**src/rtl/hist_pkg.sv**
```systemverilog
// Shared types and helpers for the streaming histogram engine.
// Holds the state encoding, bin-index extraction and saturating increment.
package hist_pkg;

  typedef enum logic [0:0] {
    ST_ACCUM = 1'b0,
    ST_READ  = 1'b1
  } hist_state_t;

  // Top bin_bits of a data_w-wide sample (sample is zero-extended into 64 bits).
  function automatic logic [31:0] bin_index(input logic [63:0] sample,
                                            input int        data_w,
                                            input int        bin_bits);
    logic [63:0] shifted;
    logic [63:0] mask;
    shifted = sample >> (data_w - bin_bits);
    mask    = (64'd1 << bin_bits) - 64'd1;
    return 32'(shifted & mask);
  endfunction

  // Compare against all-ones first so a count_w-wide counter never wraps.
  function automatic logic [63:0] sat_inc(input logic [63:0] value,
                                          input int        count_w);
    logic [63:0] max_v;
    logic [63:0] result;
    max_v = (64'd1 << count_w) - 64'd1;
    if (value >= max_v) begin
      result = max_v;
    end else begin
      result = value + 64'd1;
    end
    return result;
  endfunction

endpackage

```
**src/rtl/hist_sat_counter.sv**
```systemverilog
// One histogram bin: saturating up-counter with clear priority over increment.
module hist_sat_counter
  import hist_pkg::*;
#(
  parameter int COUNT_W = 8
) (
  input  logic               clk,
  input  logic               rst,
  input  logic               inc,
  input  logic               clr,
  output logic [COUNT_W-1:0] count,
  output logic               sat_hit
);

  logic [COUNT_W-1:0] count_r;

  assign count   = count_r;
  // Flags an increment that was swallowed because the bin is already full.
  assign sat_hit = inc & ~clr & (count_r == {COUNT_W{1'b1}});

  // Bin counter update: clear, saturating increment, or hold.
  always_ff @(posedge clk or posedge rst) begin
    if (rst) begin
      count_r <= {COUNT_W{1'b0}};
    end else if (clr) begin
      count_r <= {COUNT_W{1'b0}};
    end else if (inc) begin
      count_r <= COUNT_W'(sat_inc(64'(count_r), COUNT_W));
    end else begin
      count_r <= count_r;
    end
  end

endmodule

```
**src/rtl/histogram_stream.sv**
```systemverilog
// Streaming histogram: bins samples by their top bits into saturating counters,
// then drains every bin over a valid/ready stream, clearing each bin as it is read.
module histogram_stream
  import hist_pkg::*;
#(
  parameter int DATA_W   = 16,
  parameter int BIN_BITS = 4,
  parameter int COUNT_W  = 8
) (
  input  logic               clk,
  input  logic               reset,
  input  logic [DATA_W-1:0]  data_in,
  input  logic               write_en,
  input  logic               start_read,
  output logic               ready,
  output logic [COUNT_W-1:0] data_out,
  output logic               valid_out,
  input  logic               out_ready,
  output logic               last_bin,
  output logic               overflow
);

  localparam int NUM_BINS = 2 ** BIN_BITS;
  localparam logic [BIN_BITS-1:0] LAST_IDX = {BIN_BITS{1'b1}};

  hist_state_t         state_r;
  logic [BIN_BITS-1:0] rd_idx_r;
  logic [BIN_BITS-1:0] next_idx_s;
  logic [BIN_BITS-1:0] wr_idx_s;
  logic                accept_s;
  logic                handshake_s;
  logic [NUM_BINS-1:0] inc_s;
  logic [NUM_BINS-1:0] clr_s;
  logic [NUM_BINS-1:0] sat_hit_s;
  logic [COUNT_W-1:0]  count_s [NUM_BINS];
  logic [COUNT_W-1:0]  rd_count_s;
  logic [COUNT_W-1:0]  next_count_s;

  assign ready        = (state_r == ST_ACCUM);
  assign wr_idx_s     = BIN_BITS'(bin_index(64'(data_in), DATA_W, BIN_BITS));
  assign accept_s     = (state_r == ST_ACCUM) & write_en;
  assign handshake_s  = (state_r == ST_READ) & valid_out & out_ready;
  assign next_idx_s   = rd_idx_r + BIN_BITS'(1);
  assign rd_count_s   = count_s[rd_idx_r];
  assign next_count_s = count_s[next_idx_s];

  for (genvar b = 0; b < NUM_BINS; b++) begin : g_bin
    assign inc_s[b] = accept_s & (wr_idx_s == BIN_BITS'(b));
    assign clr_s[b] = handshake_s & (rd_idx_r == BIN_BITS'(b));

    hist_sat_counter #(
      .COUNT_W (COUNT_W)
    ) u_bin (
      .clk     (clk),
      .rst     (reset),
      .inc     (inc_s[b]),
      .clr     (clr_s[b]),
      .count   (count_s[b]),
      .sat_hit (sat_hit_s[b])
    );
  end

  // Control FSM with registered stream outputs and sticky overflow flag.
  always_ff @(posedge clk or posedge reset) begin
    if (reset) begin
      state_r   <= ST_ACCUM;
      rd_idx_r  <= {BIN_BITS{1'b0}};
      data_out  <= {COUNT_W{1'b0}};
      valid_out <= 1'b0;
      last_bin  <= 1'b0;
      overflow  <= 1'b0;
    end else begin
      case (state_r)
        ST_ACCUM: begin
          valid_out <= 1'b0;
          last_bin  <= 1'b0;
          if (|sat_hit_s) begin
            overflow <= 1'b1;
          end else begin
            overflow <= overflow;
          end
          if (start_read) begin
            state_r  <= ST_READ;
            rd_idx_r <= {BIN_BITS{1'b0}};
          end else begin
            state_r  <= ST_ACCUM;
            rd_idx_r <= rd_idx_r;
          end
        end
        ST_READ: begin
          // First READ cycle loads bin 0; any same-cycle sample has already landed.
          if (!valid_out) begin
            data_out  <= rd_count_s;
            valid_out <= 1'b1;
            last_bin  <= (rd_idx_r == LAST_IDX);
          end else if (out_ready) begin
            if (last_bin) begin
              state_r   <= ST_ACCUM;
              valid_out <= 1'b0;
              last_bin  <= 1'b0;
              overflow  <= 1'b0;
            end else begin
              rd_idx_r <= next_idx_s;
              data_out <= next_count_s;
              last_bin <= (next_idx_s == LAST_IDX);
            end
          end else begin
            data_out  <= data_out;
            valid_out <= valid_out;
            last_bin  <= last_bin;
          end
        end
        default: begin
          state_r   <= ST_ACCUM;
          rd_idx_r  <= {BIN_BITS{1'b0}};
          valid_out <= 1'b0;
          last_bin  <= 1'b0;
        end
      endcase
    end
  end

endmodule

```
**config.mk**
```make
export PLATFORM = sky130hd
export DESIGN_NAME = histogram_stream
export DESIGN_NICKNAME = d
export VERILOG_FILES = /design/src/rtl/hist_pkg.sv /design/src/rtl/hist_sat_counter.sv /design/src/rtl/histogram_stream.sv
export SDC_FILE = /design/constraint.sdc
export NUM_CORES = 1
export LEC_CHECK = 0
export BUFFER_PORTS_ARGS = -buffer_cell sky130_fd_sc_hd__buf_2
export CAP_MARGIN = 30
export CELL_PAD_IN_SITES_DETAIL_PLACEMENT = 1
export CELL_PAD_IN_SITES_GLOBAL_PLACEMENT = 2
export CORE_MARGIN = 5
export CORE_UTILIZATION = 42
export CTS_BUF_LIST = sky130_fd_sc_hd__clkbuf_8
export DETAILED_ROUTE_END_ITERATION = 8
export PLACE_DENSITY = 0.92
export SYNTH_ARGS = -nofsm -noshare
export SYNTH_HDL_FRONTEND = slang
export SYNTH_HIERARCHICAL = 1
export SYNTH_SLANG_ARGS = --single-unit
```
**constraint.sdc**
```tcl
create_clock -name clk -period 3.5 [get_ports clk]
set_input_delay 0.35 -clock clk [delete_from_list [all_inputs] [get_ports clk]]
set_output_delay 0.35 -clock clk [all_outputs]
set_load 0.03 [all_outputs]
```
# After elaboration in Yosys (flattened, before gate mapping)
# Index checks and enable logic that the tools add are counted.
# classes
n_mux	77
n_bitwise	86
n_eq_ne	56
n_reduce_logical	22
addsub	17
n_lt_le_gt_ge	18
# ops
operator	n
8-bit two-way mux	55
8-bit by 1-bit adder with 8-bit output, second input constant	16
8-bit equality test, second input constant	16
8-bit >= comparator, second input constant	16
4-bit equality test, second input constant	17
1-bit bitwise AND	67
8-bit binary-select mux with 4-bit select	2
4-bit by 3-bit equality test with 1-bit output, second input constant	8
2-bit nonzero test	16
1-bit inverter	17
4-bit by 2-bit equality test with 1-bit output, second input constant	4
4-bit two-way mux	4
16-bit OR reduction	1
2-bit != test, second input constant	6
1-bit two-way mux	11
5-bit >= comparator, second input constant	2
4-bit inverter with 5-bit output	2
4-bit by 1-bit equality test with 1-bit output, second input constant	2
4-bit zero test	2
1-bit case mux with 2 select lines	4
4-bit case mux with 2 select lines	1
4-bit AND reduction	2
4-bit by 1-bit adder with 4-bit output, second input constant	1
2-bit by 1-bit != test with 1-bit output, second input constant	2
2 further kinds	2
# totals
wordCells	298
input_bits	21
output_inout_bits	12
regBits	144

# Logic depth before layout (Yosys ltp)
# depth
depth_word	9
mapped_depth	12
mapped_depth_nobuf	11

# Hierarchy
# Netlist, hierarchy kept.
# by_module_without_submodules
module	area_each_um2	cells_per_inst	seq_area_each_um2	instances
hist_sat_counter	460.4	45	200.2	16
histogram_stream	3110.5	380	400.4	1

# Least setup slack after synthesis
# Ideal clock, no wire load.
# synth_timing
path_kind	reg2reg
startpoint	register rd_idx_r[0]
endpoint	register data_out[4]
setup_time_ns	0.129
path_slack_ns	0.970
required_time_ns	3.371
path_buffers	2
stages_incl_launch_ff	10
period_less_slack_ns	2.530
t_arrival_ns	2.402
path_cell_list	dfrtp_1 buf_4 clkinv_1 ha_1 buf_2 mux4_2 mux2i_1 o21ai_0 a31oi_1 nor3_1
# synth_between
elab_chain_len	8
elab_cells_between_ends	12
cone_classes	1 x add/sub; 9 x mux; 2 x bitwise
# synth_lines
element	line_no	rtl
start: declaration	histogram_stream.sv:27	logic [BIN_BITS-1:0] rd_idx_r;
start signal: assignment	histogram_stream.sv:67	rd_idx_r <= {BIN_BITS{1'b0}};
start signal: assignment	histogram_stream.sv:84	rd_idx_r <= {BIN_BITS{1'b0}};
start signal: assignment	histogram_stream.sv:87	rd_idx_r <= rd_idx_r;
4-bit by 1-bit adder with 4-bit output	histogram_stream.sv:43	assign next_idx_s = rd_idx_r + BIN_BITS'(1);
4-bit inverter with 5-bit output (implied by the code)	histogram_stream.sv:45	assign next_count_s = count_s[next_idx_s];
8-bit binary-select mux with 4-bit select	histogram_stream.sv:45	
8-bit two-way mux (implied by the code) (2 in series)	histogram_stream.sv:45	
8-bit two-way mux	histogram_stream.sv:97	if (last_bin) begin
8-bit two-way mux	histogram_stream.sv:96	end else if (out_ready) begin
8-bit two-way mux (*)	histogram_stream.sv:92	if (!valid_out) begin
end signal: assignment	histogram_stream.sv:93	data_out <= rd_count_s;
end signal: assignment	histogram_stream.sv:104	data_out <= next_count_s;
end signal: assignment	histogram_stream.sv:108	data_out <= data_out;
end: declaration	histogram_stream.sv:16	output logic [COUNT_W-1:0] data_out,
# Mark *: on every way between the ends. The rest lies on a longest branch, timed or not. The select of a mux whose other input is x is not followed.
# A chain may end at the register's enable or synchronous reset.

# Final worst setup path
# layout_timing
startpoint	register rd_idx_r[0]
endpoint	register data_out[7]
# Same word-level chain as after synthesis.

==> metrics.md <==
| Metric | Value |
|---|---|
| Status | `finished clean` |
| Tmin final | `3.03 ns` |
| Die ar. | `28,200 um^2` |
| PwrDens | `650 nW/um^2` |
| Mapped Cells | `1,100` |
| Post-Synth Adder-Cell Area | `2.39%` |
| Clock buffer depth | `2` |
| Period utilization | `86.6%` |
| Setup TNS | `0 ns` |
| Via density | `between 6 and 7` |
| Worst path arrival time | `between 3 and 4 ns` |
| Final net count | `between 1,000 and 1,500` |
| Levels on crit path | `7` |
| Crit-path slowest cell | `ha_1` |
| #FFs+latches synth | `144` |
| Post-detail-place hpwl | `about 25,000 um` |
| Hold WS | `0.101 ns` |
| Reg2reg setup slack | `0.47 ns` |
| Rows | `57` |
| Detailed-route DRC error count | `0` |
| Mux contribution to synthesized area | `11.2%` |
| Diodes inserted | `0` |
| Crit path from | `rd_idx_r[0]` |
| Top achievable clock speed | `0.330 GHz` |
| Average size of a mapped cell | `9.53 um^2` |
| Final setup vio count | `0` |
| Reg2reg end | `data_out[7]` |
| WP buf/inv | `2` |
| Synth Area in Compound Gates | `20.2%` |
| CTS tree | `yes` |
| WP data required | `3.85 ns` |
| Worst-path fanout max | `14` |
| FF-to-FF path depth | `7` |
| Largest net degree at the start of global routing | `55` |
| Slew headroom | `42.5%` |
| Async S/R FF share, synth | `100%` |
| Share of layout cells above drive strength 1 | `18.3%` |
| Tightest Pin Transition | `0.860 ns` |
| Mapped cell area | `~10,000 um^2` |
| Max-slew violation count | `0` |
| Fin worst setup slack | `0.470 ns` |
| Lkg Pwr | `4.38 nW` |
| Post-CTS sizing | `0` |
| Crit. End Element | `flop` |
| H-tree levels | `4` |
| Max-cap violations | `0` |
| Sequential Area | `3600 um^2` |
| Critical path startpoint category | `flop` |
| DIE HEIGHT | `about 170 um` |
| TritonRoute pass-1 iters | `5` |
| WL final | `33,800 um` |
| Num CTS Buffers | `17` |
| Main combinational cell family by area after synthesis | `simple AND/OR/NAND/NOR gates` |
| Peak VDD IR | `0.000562 V` |
| Sequential area share after synthesis | `34.4%` |
| Post-synth EDFFs | `0` |
| Crit-path max cell delay | `0.74 ns` |
| GP Congestion | `0.933` |
| Final Hold Viols | `0` |
| Total grt overflow | `0` |
| Clock sinks | `roughly 140` |
| Area Growth Syn to Fin | `5.33%` |
| First-pass GRT wire length | `53,800 um` |
| Crit path max-delay family | `simple AND/OR/NAND/NOR gates` |
| Final Skew | `0.0133 ns` |
| Cells along the critical path | `clkinv_1 -> ha_1 -> buf_12 -> nor2b_1 -> nand3_1 -> a41oi_1 -> o32ai_1` |
| Detail Route Antenna Nets | `0` |
| Fill count | `between 2,000 and 3,000` |
| IO Count | `33` |
| Ys flop type | `dfrtp_1` |
| Core ar. | `24,500 um^2` |
| Syn nets | `1,141` |
| Die Span X | `~170 um` |
| RSZ-0062 raised after global routing | `false` |
| Distinct cells, synth | `48` |
| Total global-route track usage | `23.9%` |
| Post-CTS Setup Inserts | `0` |
| Simple-gate area share of the yosys netlist | `20.8%` |
| Pre-CTS WS | `just under 0.5 ns` |
| XOR/XNOR share of the synthesized area | `between 1.5 and 2%` |
| Starting density of the core | `42.8%` |
| Clock Latency Late Sink | `0.48 ns` |
| RR Startpoint | `rd_idx_r[0]` |
| Worst Setup EP | `data_out[7]` |
| YS warnings | `6` |
| Initial drt markers | `1,005` |
| Vias in the first global route | `9,310` |
| Port bufs | `20` |
| HP Class | `input port to asynchronous set/reset pin` |
| CTS Hold Bufs | `0` |
| Area of the multi-input gates | `5920 um^2` |
| Clk root buf | `clkbuf_8` |
| Initial antenna violation count | `0` |
| CP Class | `flop to flop` |
| Clock transition at path regs | `0.09 ns` |
| Routed length per instance | `23.7 um` |
| Routed vias | `between 9,000 and 10,000` |
[power breakdown]
group          switching (mW)  total (mW)  internal (mW)
clock network           0.710        1.46          0.753
logic                    1.97        3.23           1.26
registers               0.529        2.47           1.94
total                    3.21        7.17           3.96
[metrics by stage]
step | instances | util, % | power (mW) | area [um^2]
after global routing | 1423 | 45.1 | 7.57 | 11000
final | 1423 | 45.1 | 7.17 | 11000
after floorplan | 1100 | - | 4.69 | 10500
after global placement | 1392 | 43.4 | 5.56 | 10600
after CTS | 1423 | 45.1 | 7.15 | 11000
after detailed placement | 1392 | 43.4 | 5.68 | 10600
[per-layer routing]
layer	global-route usage [%]	wire [um]
met4	9.49	1320
met1	32.7	14200
met2	37.5	15600
met5	0	0
met3	4.81	2650
[placed cells by master (no fill, tap or decap), types with 5 or more instances in the layout]
| cell type | instances |
|---|---|
| dfrtp_1 | 143 |
| nand2_1 | 128 |
| a31oi_1 | 92 |
| inv_1 | 69 |
| nor2_1 | 55 |
| a21oi_1 | 53 |
| buf_4 | 41 |
| mux4_2 | 39 |
| nand4_1 | 34 |
| and3_1 | 33 |
| nor3_1 | 32 |
| o21bai_1 | 32 |
| and4_4 | 32 |
| a311oi_1 | 32 |
| mux2i_1 | 28 |
| ha_1 | 20 |
| clkbuf_8 | 20 |
| buf_2 | 20 |
| nand3_1 | 19 |
| a211oi_1 | 18 |
| nand3_2 | 17 |
| xnor2_1 | 17 |
| a211oi_2 | 16 |
| and4_1 | 16 |
| a31o_1 | 16 |
| o21ai_0 | 12 |
| o221ai_1 | 7 |
| a221oi_1 | 7 |
| nand2b_1 | 6 |
| a32oi_1 | 6 |
| nor2b_1 | 5 |
[Yosys cell counts (all sizes together) (3+ instances only)]
master / instances / area [um^2]
a211oi: 34 / 335
nor2b: 5 / 31.3
a32oi: 6 / 52.6
ha: 20 / 250
a311oi: 32 / 280
and4: 48 / 500
o21bai: 32 / 240
clkbuf: 7 / 27.5
nor2: 55 / 206
a31oi: 92 / 576
nand3: 36 / 265
nand2b: 6 / 37.5
buf: 87 / 674
o21ai: 12 / 60.1
inv: 68 / 255
or3: 3 / 18.8
xnor2: 18 / 176
o221ai: 7 / 61.3
a21oi: 53 / 265
a31o: 16 / 140
mux4: 39 / 878
nand4: 34 / 213
nand2: 128 / 480
dfrtp: 144 / 3600
nor4: 4 / 25.0
and3: 33 / 206
nor3: 32 / 160
a221oi: 7 / 61.3
mux2i: 28 / 280
[area by class of cell]
type | count | area share [%]
clock buffer | 20 | 2.49
clock inverter | 11 | 1.26
inverter | 70 | 2.38
multi-input combinational | 792 | 53.7
sequential | 144 | 32.7
tap | 324 | 3.67
timing repair buffer | 62 | 3.88
[state kept, by name, indices dropped and copies added, names as in the netlist]
name and flops:
state_r 1, last_bin 1, data_out 8, overflow 1, valid_out 1, g_bin.u_bin/count 128
rd_idx_r 4
[how the worst min path moves through the flow]
stage,slack [ns],from,to
final,0.10,reset,g_bin[3].u_bin/count[6]
after global routing,0.12,reset,g_bin[2].u_bin/count[6]
after CTS,0.09,reset,g_bin[3].u_bin/count[6]
after detailed placement,0.55,state_r,valid_out
after global placement,0.51,state_r,valid_out
after floorplan,0.17,reset,g_bin[0].u_bin/count[0]
[logic make-up after synthesis]
family          after synthesis
simple gates                388
compound gates              296
buf+inv                     164
flops                       144
mux                          68
xor+xnor                     20
fa+ha+maj                    20
(Power assumes the default switching activity.)
